--- src/rtl/ddf_flux_scheduler_if.sv ---
// ============================================================================
// Module      : ddf_flux_scheduler_if
// Description : Handshake bundle between the flux scheduler and its FIFOs/actor.
//               Stats ports exist only when DDF_SCHED_STATS_EN is defined.
// Revision    : 1.0 - initial release
// ============================================================================
`default_nettype none

interface ddf_flux_scheduler_if #(
    parameter int FLUX      = 2,
    parameter int PORTS     = 2,
    parameter int TAG_WIDTH = $clog2(FLUX),
    parameter int SEL_WIDTH = $clog2(PORTS),
    parameter int CNT_WIDTH = 16
);
    logic                        en;
    logic [FLUX-1:0]             nda_empty;
    logic [FLUX*SEL_WIDTH-1:0]   nda_head;
    logic [PORTS*FLUX-1:0]       in_empty;
    logic [FLUX-1:0]             out_full;
    logic [FLUX-1:0]             nda_read;
    logic [PORTS*FLUX-1:0]       in_read;
    logic                        fire;
    logic [TAG_WIDTH-1:0]        fire_tag;
    logic [SEL_WIDTH-1:0]        fire_port;
    logic                        busy;
    logic                        err_sel;
`ifdef DDF_SCHED_STATS_EN
    logic [TAG_WIDTH-1:0]        stat_sel;
    logic [CNT_WIDTH-1:0]        stat_count;

    modport master (
        output en, nda_empty, nda_head, in_empty, out_full, stat_sel,
        input  nda_read, in_read, fire, fire_tag, fire_port, busy, err_sel, stat_count
    );
    modport slave (
        input  en, nda_empty, nda_head, in_empty, out_full, stat_sel,
        output nda_read, in_read, fire, fire_tag, fire_port, busy, err_sel, stat_count
    );
`else
    modport master (
        output en, nda_empty, nda_head, in_empty, out_full,
        input  nda_read, in_read, fire, fire_tag, fire_port, busy, err_sel
    );
    modport slave (
        input  en, nda_empty, nda_head, in_empty, out_full,
        output nda_read, in_read, fire, fire_tag, fire_port, busy, err_sel
    );
`endif
endinterface

`default_nettype wire

--- src/rtl/ddf_flux_scheduler.sv ---
// ============================================================================
// Module      : ddf_flux_scheduler
// Description : Round-robin firing controller for a multi-flux DDF pick actor.
//               Optional per-flux fire counters under DDF_SCHED_STATS_EN.
// Revision    : 1.0 - initial release
// ============================================================================
`default_nettype none

module ddf_flux_scheduler #(
    parameter int FLUX      = 2,
    parameter int PORTS     = 2,
    parameter int TAG_WIDTH = $clog2(FLUX),
    parameter int SEL_WIDTH = $clog2(PORTS),
    parameter int CNT_WIDTH = 16
) (
    input  logic                  clk,
    input  logic                  rst,
    ddf_flux_scheduler_if.slave   bus
);

    localparam logic [SEL_WIDTH:0] c_ports = PORTS[SEL_WIDTH:0];
    localparam logic [TAG_WIDTH:0] c_flux  = FLUX[TAG_WIDTH:0];

    typedef enum logic [1:0] {
        S_IDLE = 2'd0,
        S_FIRE = 2'd1,
        S_WAIT = 2'd2
    } state_t;

    state_t                 r_state;
    logic [TAG_WIDTH-1:0]   r_rr_ptr;
    logic [FLUX-1:0]        r_nda_read;
    logic [PORTS*FLUX-1:0]  r_in_read;
    logic                   r_fire;
    logic [TAG_WIDTH-1:0]   r_fire_tag;
    logic [SEL_WIDTH-1:0]   r_fire_port;
    logic                   r_busy;
    logic                   r_err_sel;

    logic [FLUX-1:0]        w_ready;
    logic [FLUX-1:0]        w_bad;
    logic [FLUX-1:0]        w_rot;
    logic [2*FLUX-1:0]      w_ready_x2;
    logic                   w_grant_valid;
    logic [TAG_WIDTH-1:0]   w_grant_tag;
    logic [SEL_WIDTH-1:0]   w_grant_sel;
    logic                   w_grant_bad;
    logic [FLUX-1:0]        w_nda_onehot;
    logic [PORTS*FLUX-1:0]  w_in_onehot;

    // A bad select is ready on its control token alone so it can be drained.
    for (genvar gf = 0; gf < FLUX; gf++) begin : g_flux
        logic [SEL_WIDTH-1:0] w_sel;
        logic                 w_data_ok;

        assign w_sel = bus.nda_head[gf*SEL_WIDTH +: SEL_WIDTH];

        always_comb begin
            w_data_ok = 1'b0;
            for (int p = 0; p < PORTS; p++) begin
                if (w_sel == SEL_WIDTH'(p) && !bus.in_empty[p*FLUX+gf])
                    w_data_ok = 1'b1;
            end
        end

        assign w_bad[gf]   = ({1'b0, w_sel} >= c_ports);
        assign w_ready[gf] = w_bad[gf] ? !bus.nda_empty[gf]
                           : (!bus.nda_empty[gf] && !bus.out_full[gf] && w_data_ok);
    end

    assign w_ready_x2 = {w_ready, w_ready} >> r_rr_ptr;
    assign w_rot      = w_ready_x2[FLUX-1:0];

    always_comb begin
        logic [TAG_WIDTH:0] w_sum;
        w_grant_valid = 1'b0;
        w_grant_tag   = '0;
        w_sum         = '0;
        for (int i = 0; i < FLUX; i++) begin
            if (!w_grant_valid && w_rot[i]) begin
                w_grant_valid = 1'b1;
                w_sum = {1'b0, r_rr_ptr} + (TAG_WIDTH+1)'(i);
                if (w_sum >= c_flux)
                    w_sum = w_sum - c_flux;
                w_grant_tag = w_sum[TAG_WIDTH-1:0];
            end
        end
    end

    always_comb begin
        w_grant_sel  = '0;
        w_grant_bad  = 1'b0;
        w_nda_onehot = '0;
        w_in_onehot  = '0;
        for (int f = 0; f < FLUX; f++) begin
            if (w_grant_tag == TAG_WIDTH'(f)) begin
                w_grant_sel     = bus.nda_head[f*SEL_WIDTH +: SEL_WIDTH];
                w_grant_bad     = w_bad[f];
                w_nda_onehot[f] = 1'b1;
            end
        end
        for (int p = 0; p < PORTS; p++) begin
            for (int f = 0; f < FLUX; f++) begin
                w_in_onehot[p*FLUX+f] = (w_grant_tag == TAG_WIDTH'(f)) &&
                                        (w_grant_sel == SEL_WIDTH'(p)) && !w_grant_bad;
            end
        end
    end

    always_ff @(posedge clk or negedge rst) begin
        if (!rst) begin
            r_state     <= S_IDLE;
            r_rr_ptr    <= '0;
            r_nda_read  <= '0;
            r_in_read   <= '0;
            r_fire      <= 1'b0;
            r_fire_tag  <= '0;
            r_fire_port <= '0;
            r_busy      <= 1'b0;
            r_err_sel   <= 1'b0;
        end else begin
            case (r_state)
                S_IDLE: begin
                    if (bus.en && w_grant_valid) begin
                        r_state     <= S_FIRE;
                        r_fire_tag  <= w_grant_tag;
                        r_fire_port <= w_grant_sel;
                        r_nda_read  <= w_nda_onehot;
                        r_in_read   <= w_in_onehot;
                        r_fire      <= !w_grant_bad;
                        r_err_sel   <= w_grant_bad;
                        r_busy      <= 1'b1;
                    end
                end
                S_FIRE: begin
                    r_nda_read <= '0;
                    r_in_read  <= '0;
                    r_fire     <= 1'b0;
                    r_err_sel  <= 1'b0;
                    r_rr_ptr   <= (r_fire_tag == TAG_WIDTH'(FLUX-1)) ? '0
                                : r_fire_tag + 1'b1;
                    r_state    <= S_WAIT;
                end
                S_WAIT: begin
                    r_busy  <= 1'b0;
                    r_state <= S_IDLE;
                end
                default: begin
                    r_nda_read <= '0;
                    r_in_read  <= '0;
                    r_fire     <= 1'b0;
                    r_err_sel  <= 1'b0;
                    r_busy     <= 1'b0;
                    r_state    <= S_IDLE;
                end
            endcase
        end
    end

    assign bus.nda_read  = r_nda_read;
    assign bus.in_read   = r_in_read;
    assign bus.fire      = r_fire;
    assign bus.fire_tag  = r_fire_tag;
    assign bus.fire_port = r_fire_port;
    assign bus.busy      = r_busy;
    assign bus.err_sel   = r_err_sel;

`ifdef DDF_SCHED_STATS_EN
    logic [CNT_WIDTH-1:0] r_cnt [FLUX];
    logic [CNT_WIDTH-1:0] r_stat_count;

    // Counted during the fire cycle itself; bad-select discards never assert fire.
    always_ff @(posedge clk or negedge rst) begin
        if (!rst) begin
            for (int f = 0; f < FLUX; f++)
                r_cnt[f] <= '0;
            r_stat_count <= '0;
        end else begin
            for (int f = 0; f < FLUX; f++) begin
                if (r_fire && r_fire_tag == TAG_WIDTH'(f) && r_cnt[f] != '1)
                    r_cnt[f] <= r_cnt[f] + 1'b1;
            end
            r_stat_count <= '0;
            for (int f = 0; f < FLUX; f++) begin
                if (bus.stat_sel == TAG_WIDTH'(f))
                    r_stat_count <= r_cnt[f];
            end
        end
    end

    assign bus.stat_count = r_stat_count;
`endif

endmodule

`default_nettype wire
--- src/flat_wrapper.sv ---
// flat-port wrapper written by rule: the top's interface ports become plain ports
module ddf_flux_scheduler_flat 
#(
    parameter int FLUX      = 2,
    parameter int PORTS     = 2,
    parameter int TAG_WIDTH = $clog2(FLUX),
    parameter int SEL_WIDTH = $clog2(PORTS),
    parameter int CNT_WIDTH = 16
)
  (clk, rst, bus_en, bus_nda_empty, bus_nda_head, bus_in_empty, bus_out_full, bus_nda_read, bus_in_read, bus_fire, bus_fire_tag, bus_fire_port, bus_busy, bus_err_sel);
  ddf_flux_scheduler_if #(.FLUX(FLUX), .PORTS(PORTS), .TAG_WIDTH(TAG_WIDTH), .SEL_WIDTH(SEL_WIDTH), .CNT_WIDTH(CNT_WIDTH)) bus_i ();
  input  logic clk;
  input  logic rst;
  input wire logic [$bits(bus_i.en)-1:0] bus_en;
  input wire logic [$bits(bus_i.nda_empty)-1:0] bus_nda_empty;
  input wire logic [$bits(bus_i.nda_head)-1:0] bus_nda_head;
  input wire logic [$bits(bus_i.in_empty)-1:0] bus_in_empty;
  input wire logic [$bits(bus_i.out_full)-1:0] bus_out_full;
  output wire logic [$bits(bus_i.nda_read)-1:0] bus_nda_read;
  output wire logic [$bits(bus_i.in_read)-1:0] bus_in_read;
  output wire logic [$bits(bus_i.fire)-1:0] bus_fire;
  output wire logic [$bits(bus_i.fire_tag)-1:0] bus_fire_tag;
  output wire logic [$bits(bus_i.fire_port)-1:0] bus_fire_port;
  output wire logic [$bits(bus_i.busy)-1:0] bus_busy;
  output wire logic [$bits(bus_i.err_sel)-1:0] bus_err_sel;
  assign bus_i.en = bus_en;
  assign bus_i.nda_empty = bus_nda_empty;
  assign bus_i.nda_head = bus_nda_head;
  assign bus_i.in_empty = bus_in_empty;
  assign bus_i.out_full = bus_out_full;
  assign bus_nda_read = bus_i.nda_read;
  assign bus_in_read = bus_i.in_read;
  assign bus_fire = bus_i.fire;
  assign bus_fire_tag = bus_i.fire_tag;
  assign bus_fire_port = bus_i.fire_port;
  assign bus_busy = bus_i.busy;
  assign bus_err_sel = bus_i.err_sel;
  ddf_flux_scheduler #(.FLUX(FLUX), .PORTS(PORTS), .TAG_WIDTH(TAG_WIDTH), .SEL_WIDTH(SEL_WIDTH), .CNT_WIDTH(CNT_WIDTH)) u_core (.clk(clk), .rst(rst), .bus(bus_i));
endmodule
--- config.mk ---
export PLATFORM = sky130hd
export DESIGN_NAME = ddf_flux_scheduler_flat
export DESIGN_NICKNAME = d
export VERILOG_FILES = /design/src/rtl/ddf_flux_scheduler_if.sv /design/src/rtl/ddf_flux_scheduler.sv /design/src/flat_wrapper.sv
export SDC_FILE = /design/constraint.sdc
export NUM_CORES = 1
export LEC_CHECK = 0
export ABC_AREA = 1
export BUFFER_PORTS_ARGS = -buffer_cell sky130_fd_sc_hd__buf_4
export CAP_MARGIN = 5
export CELL_PAD_IN_SITES_DETAIL_PLACEMENT = 2
export CELL_PAD_IN_SITES_GLOBAL_PLACEMENT = 2
export CORE_MARGIN = 2
export CORE_UTILIZATION = 23
export CTS_CLUSTER_DIAMETER = 60
export DETAILED_ROUTE_END_ITERATION = 6
export PLACE_DENSITY = 0.74
export SLEW_MARGIN = 20
export SYNTH_ARGS = -nofsm -noshare
export SYNTH_HDL_FRONTEND = slang
export SYNTH_SLANG_ARGS = --single-unit
--- constraint.sdc ---
create_clock -name clk -period 1 [get_ports clk]
set_clock_uncertainty 0.15 [all_clocks]
set_input_delay 0 -clock clk [delete_from_list [all_inputs] [get_ports clk]]
set_output_delay 0 -clock clk [all_outputs]
set_load 0.01 [all_outputs]
# ---- After elaboration in Yosys (flattened, before gate mapping)
# Cells that the tools add are included.
dict set report totals {
  reg_bits 14
  input_bits 13
  out_inout_bits 11
  word_cells 77
}
dict set report op_classes {
  addsub 4
  order_cmp 2
  eq_ne 3
  shift 1
  n_mux 25
  bitwise_logic 6
  reduce_logical 27
}
# cell count
set op_table {}
lappend op_table {{2-to-1 mux 1 bit} 16}
lappend op_table {{logical AND 1 bit} 14}
lappend op_table {{logical NOT 1 bit} 9}
lappend op_table {{one-hot mux 2 bit (2 select lines)} 2}
lappend op_table {{one-hot mux 4 bit (2 select lines)} 1}
lappend op_table {{NOT 1 bit} 6}
lappend op_table {{one-hot mux 1 bit (2 select lines)} 3}
lappend op_table {{AND reduction 2 bit} 3}
lappend op_table {{2-to-1 mux 2 bit} 2}
lappend op_table {{2-to-1 mux 4 bit} 1}
lappend op_table {{>> shifter 4 x 1 -> 2 bit} 1}
lappend op_table {{adder 1 x 1 -> 2 bit (second input constant)} 1}
lappend op_table {{equality test 2 x 1 -> 1 bit (second input constant)} 1}
lappend op_table {{equality test 2 bit (second input constant)} 1}
lappend op_table {{>= comparator 1 x 2 -> 1 bit (second input constant)} 1}
lappend op_table {{>= comparator 2 bit (second input constant)} 1}
lappend op_table {{logical NOT 2 bit} 1}
lappend op_table {{!= test 2 x 1 -> 1 bit (second input constant)} 1}
lappend op_table {{subtractor 1 bit (second input constant)} 2}
lappend op_table {{adder 1 bit (second input constant)} 1}

# ---- Logic depth before layout (Yosys ltp)
dict set report depth {
  depth_word 15
  depth_mapped 9
}

# ---- Worst setup path after synthesis
# Ideal clock, no wire load.
dict set report synth_path {
  path_type {reg-to-reg}
  startpoint {reg u_core.r_state[1]}
  endpoint {reg u_core.r_nda_read[1] (netlist: u_core.bus.nda_read[1])}
  setup_time_ps 65
  t_arrival_ps 886
  t_required_ps 785
  path_slack_ps -102
  path_stages_with_launch 6
  period_less_slack_ps 1102
  path_cell_list {dfrtp_1 nor2_1 nand3_4 clkinv_2 nand2_2 nand2_1}
}
dict set report synth_between {
  elab_chain_cells 3
}
# element line
set synth_lines {}
lappend synth_lines {{start, declared} ddf_flux_scheduler.sv:30} ;# state_t r_state;
lappend synth_lines {{start signal, assigned} ddf_flux_scheduler.sv:112} ;# r_state <= S_IDLE;
lappend synth_lines {{start signal, assigned} ddf_flux_scheduler.sv:125} ;# r_state <= S_FIRE;
lappend synth_lines {{start signal, assigned} ddf_flux_scheduler.sv:142} ;# r_state <= S_WAIT;
lappend synth_lines {{logical NOT 2 bit / equality test 2 bit (equally long branches)} ddf_flux_scheduler.sv:122} ;# case (r_state)
lappend synth_lines {{!= test 2 x 1 -> 1 bit (no source line) / NOT 1 bit (equally long branches)} -}
lappend synth_lines {{AND reduction 2 bit (no source line)} -}
lappend synth_lines {{end signal, assigned} ddf_flux_scheduler.sv:128} ;# r_nda_read <= w_nda_onehot;
lappend synth_lines {{end, declared} ddf_flux_scheduler.sv:32} ;# logic [FLUX-1:0] r_nda_read;
# Parallel ways exist; a longest one is shown, timed or not.
# A chain may end at the register's enable or synchronous reset.

# ---- Worst setup path after layout
dict set report layout_path {
  startpoint {reg u_core.r_state[1]}
  endpoint {reg u_core.r_in_read[2] (netlist: u_core.bus.in_read[2])}
}
dict set report layout_between {
  elab_chain_cells 3
}
# element line
set layout_lines {}
lappend layout_lines {{logical NOT 2 bit / equality test 2 bit (equally long branches)} ddf_flux_scheduler.sv:122}
lappend layout_lines {{!= test 2 x 1 -> 1 bit (no source line) / NOT 1 bit (equally long branches)} -}
lappend layout_lines {{AND reduction 2 bit (no source line)} -}
lappend layout_lines {{end signal, assigned} ddf_flux_scheduler.sv:129} ;# r_in_read <= w_in_onehot;
lappend layout_lines {{end, declared} ddf_flux_scheduler.sv:33} ;# logic [PORTS*FLUX-1:0] r_in_read;
# Parallel ways exist; a longest one is shown, timed or not.

==> impl_metrics.toml <==
[outcome]
outcome = "complete, but fails checks"
violations = "hold timing, setup timing"

[power_and_ir_drop]
max-vdd-ir-drop_v = 0.000862
power_density_nw_per_um2 = 1420
finalPower_mw = 1.54
p_leak_nw = 0.580

[clock_network]
clockBufferDepth = 2
htreeDepth = 1
cts_inserted_buffers = 3
clk_latency_ns = 0.28
clkSlewWorstSetupHoldPaths_ns = 0.09
cts-root-buf = "clkbuf_4"
cts_tree = "done"
clock-sinks = 13
cts_hold_buf = 6

[worst_setup_path]
crit_chain = "nor2_2, nand3_4, nor2_4, nand2_1, nand2_1"
crit_arrival_ns = 1.36
max_stage_delay_ns = 0.44
cp-end-kind = "flop"
crit_required_ns = 1.06
cp.depth = 5
critical_path_class = "flop to flop"
reg2reg_depth = 5
cp_max_fo = 5
path_delay_family = "simple AND/OR/NAND/NOR gates"
cp_common_cell = "nand2_1"
start_kind = "flop"
worst-path-buf-inv = 0
slowest_stage = "dfrtp_1"

[floorplan]
die_y_um = 55.7
core_area_um2 = 2500
die_w_um = 55.7
rows = 18
start_util_pct = 24.6
dieArea_um2 = 3110
io_pins = 24

[flow_run]
maxCapViolations = 0

[global_route]
globalRouteOverflowTotal = 0
antenna_found_initial = 0
top_usage_layer = "met2"
grt_start_max_net_pins = 14
use_met2_pct = 25.7
grt_pass1_vias = 765
use_met1_pct = 15.9
grtUsageMet3_pct = 2.09
track_usage_pct = 14.2
grt_pass1_wl_um = 3400

[synth]
synth-seq-cells = 13
ys_warn_count = 0
netlist_top_cells_area = "dfrtp_1 (53%), nand2_1 (14%), nand3_1 (5.7%)"
ys_seq_area_share_pct = 52.8
netlist_area_um2 = 616
synth.top_cell.area_share_pct = 52.8
synthCells = 72
syn_avg_cell_area_um2 = 8.55
syn_nets = 85
synth_top_area_cell = "dfrtp_1"
ys_types = 18

[sta]
rsz0062_at_grt = "true"
fin_crit_sh_pct = 130
holdWs_ns = -0.0487
period_minus_slack_ns = 1.30
hold_viol = 3
setup_ws_ns = -0.300
fmax_ghz = 0.769
finalSetupViolCount = 13
slew_violations = 0

[finish]
fill_cells = 280
final_core_util_pct = 43.3
seq_area_um2 = 325
nets = 133
area_growth_pct = 76.0
drive_gt1_share_pct = 52.9
diodes = 0
multi_input_area_um2 = 292
instances_no_fill = 149

[worst_hold_path]
hold_class = "primary input to flop"
holdPathStages = 3

[detailed_routing]
viasPerCell = 4.42
drt-wirelength-per-cell_um = 14.9
drtAntennaViolNets = 0
drc_errors = 0
routed_wl_um = 2220
drtPass1Iterations = 3
vias = 659
drtIter0Drc = 7

[placed_design]
dp_cells = 132
gp_congestion = 0.715
dp_hpwl_um = 1430
port_buffers = 22
## registers in the layout (all words and copies together), names as in the netlist
register	flops
u_core.bus.fire_tag	1
u_core.bus.fire_port	1
u_core.bus.busy	1
u_core.bus.in_read	4
u_core.bus.fire	1
u_core.r_rr_ptr	1
u_core.r_state	2
u_core.bus.nda_read	2
## worst min-delay path, stage by stage
cell,delay (ns)
buf_4,0.11
nand3_4,0.13
clkinv_4,0.11
## report_power, final
group          switching [mW]  total (mW)  internal, mW
combinational           0.244       0.521         0.277
clock                   0.183       0.337         0.155
sequential             0.0626       0.678         0.615
total                   0.490        1.54          1.05
## cell type report
cell class	instances	area share, %
repair buffers	44	33.6
flip-flops and latches	13	30.0
multi-input cells	49	26.9
inverters	9	3.58
well taps	30	3.46
clock buffers	4	2.42
## cell usage after synthesis
cell type and number:
nand4_1 1, nand3_1 7, nor2_2 1, conb_1 1, o21ai_0 2, dfrtp_1 13, nand3_4 1, inv_1 6
nand3_2 2, o21ai_2 1, nand3b_1 1, nor2_4 1, nand2_1 23, clkinv_2 1, nand2_2 2, nor2_1 6
buf_4 1, inv_2 2
## per-stage QoR
step	TNS (ns)	hold WS (ns)	cell area (µm²)	setup slack (ns)
5_1_grt	-3.91	-0.0474	1080	-0.361
4_1_cts	-1.81	-0.0441	1020	-0.204
3_3_place_gp	-1.20	-0.298	881	-0.161
6_report	-3.02	-0.0487	1080	-0.300
2_1_floorplan	-0.275	-0.446	618	-0.0435
3_5_place_dp	-1.39	-0.294	881	-0.186
## cells in the final DEF, fill, tap and decap left out
master | netlist | routed
dfrtp_1 | 13 | 13
clkbuf_4 | 0 | 3
o21ai_1 | 0 | 1
nand3_2 | 2 | 3
nand2_2 | 2 | 7
buf_4 | 1 | 33
buf_6 | 0 | 5
clkbuf_1 | 0 | 1
nand2_1 | 23 | 17
inv_1 | 6 | 5
inv_2 | 2 | 3
nor2_4 | 1 | 3
nor2_2 | 1 | 1
o21ai_2 | 1 | 2
conb_1 | 1 | 1
clkinv_4 | 0 | 1
nor2_1 | 6 | 4
nand4_1 | 1 | 1
nand2_4 | 0 | 1
nand3_4 | 1 | 1
nand3b_1 | 1 | 1
dlygate4sd3_1 | 0 | 6
nand3_1 | 7 | 6
## timing repair
item / in CTS / in global routing
setup endpoints to repair: 11 / 14
hold endpoints to repair: 20 / 1
gates cloned: 0 / 0
resized for setup: 10 / 12
setup buffers: 3 / 5
pin swaps: 3 / 8
## worst paths after layout
kind / slack, ns / to / from
max: -0.30 / u_core.bus.in_read[2] / u_core.r_state[1]
min: -0.05 / u_core.r_state[0] / bus_en
max reg2reg: -0.30 / u_core.bus.in_read[2] / u_core.r_state[1]
min reg2reg: 0.35 / u_core.bus.fire_port / u_core.bus.fire_port
max in group asynchronous: 0.05 / u_core.bus.nda_read[0] / rst
min in group asynchronous: 0.48 / u_core.bus.fire / rst
## cells by family (layout without fill, tap and decap cells)
group                  Yosys count  count (layout)  synth area share, %
buffers and inverters           10              57                 6.91
and+or+nand+nor                 45              45                 36.6
AOI/OAI and AO/OA                3               3                 3.05
other                            1               1                0.609
DFF                             13              13                 52.8
## routing by layer
layer	vias up	wire length, µm
met5	-	0
met1	324	906
met4	0	31
li1	318	-
met3	2	74
met2	15	1210
Note: power is estimated with default switching activity, not from simulation.
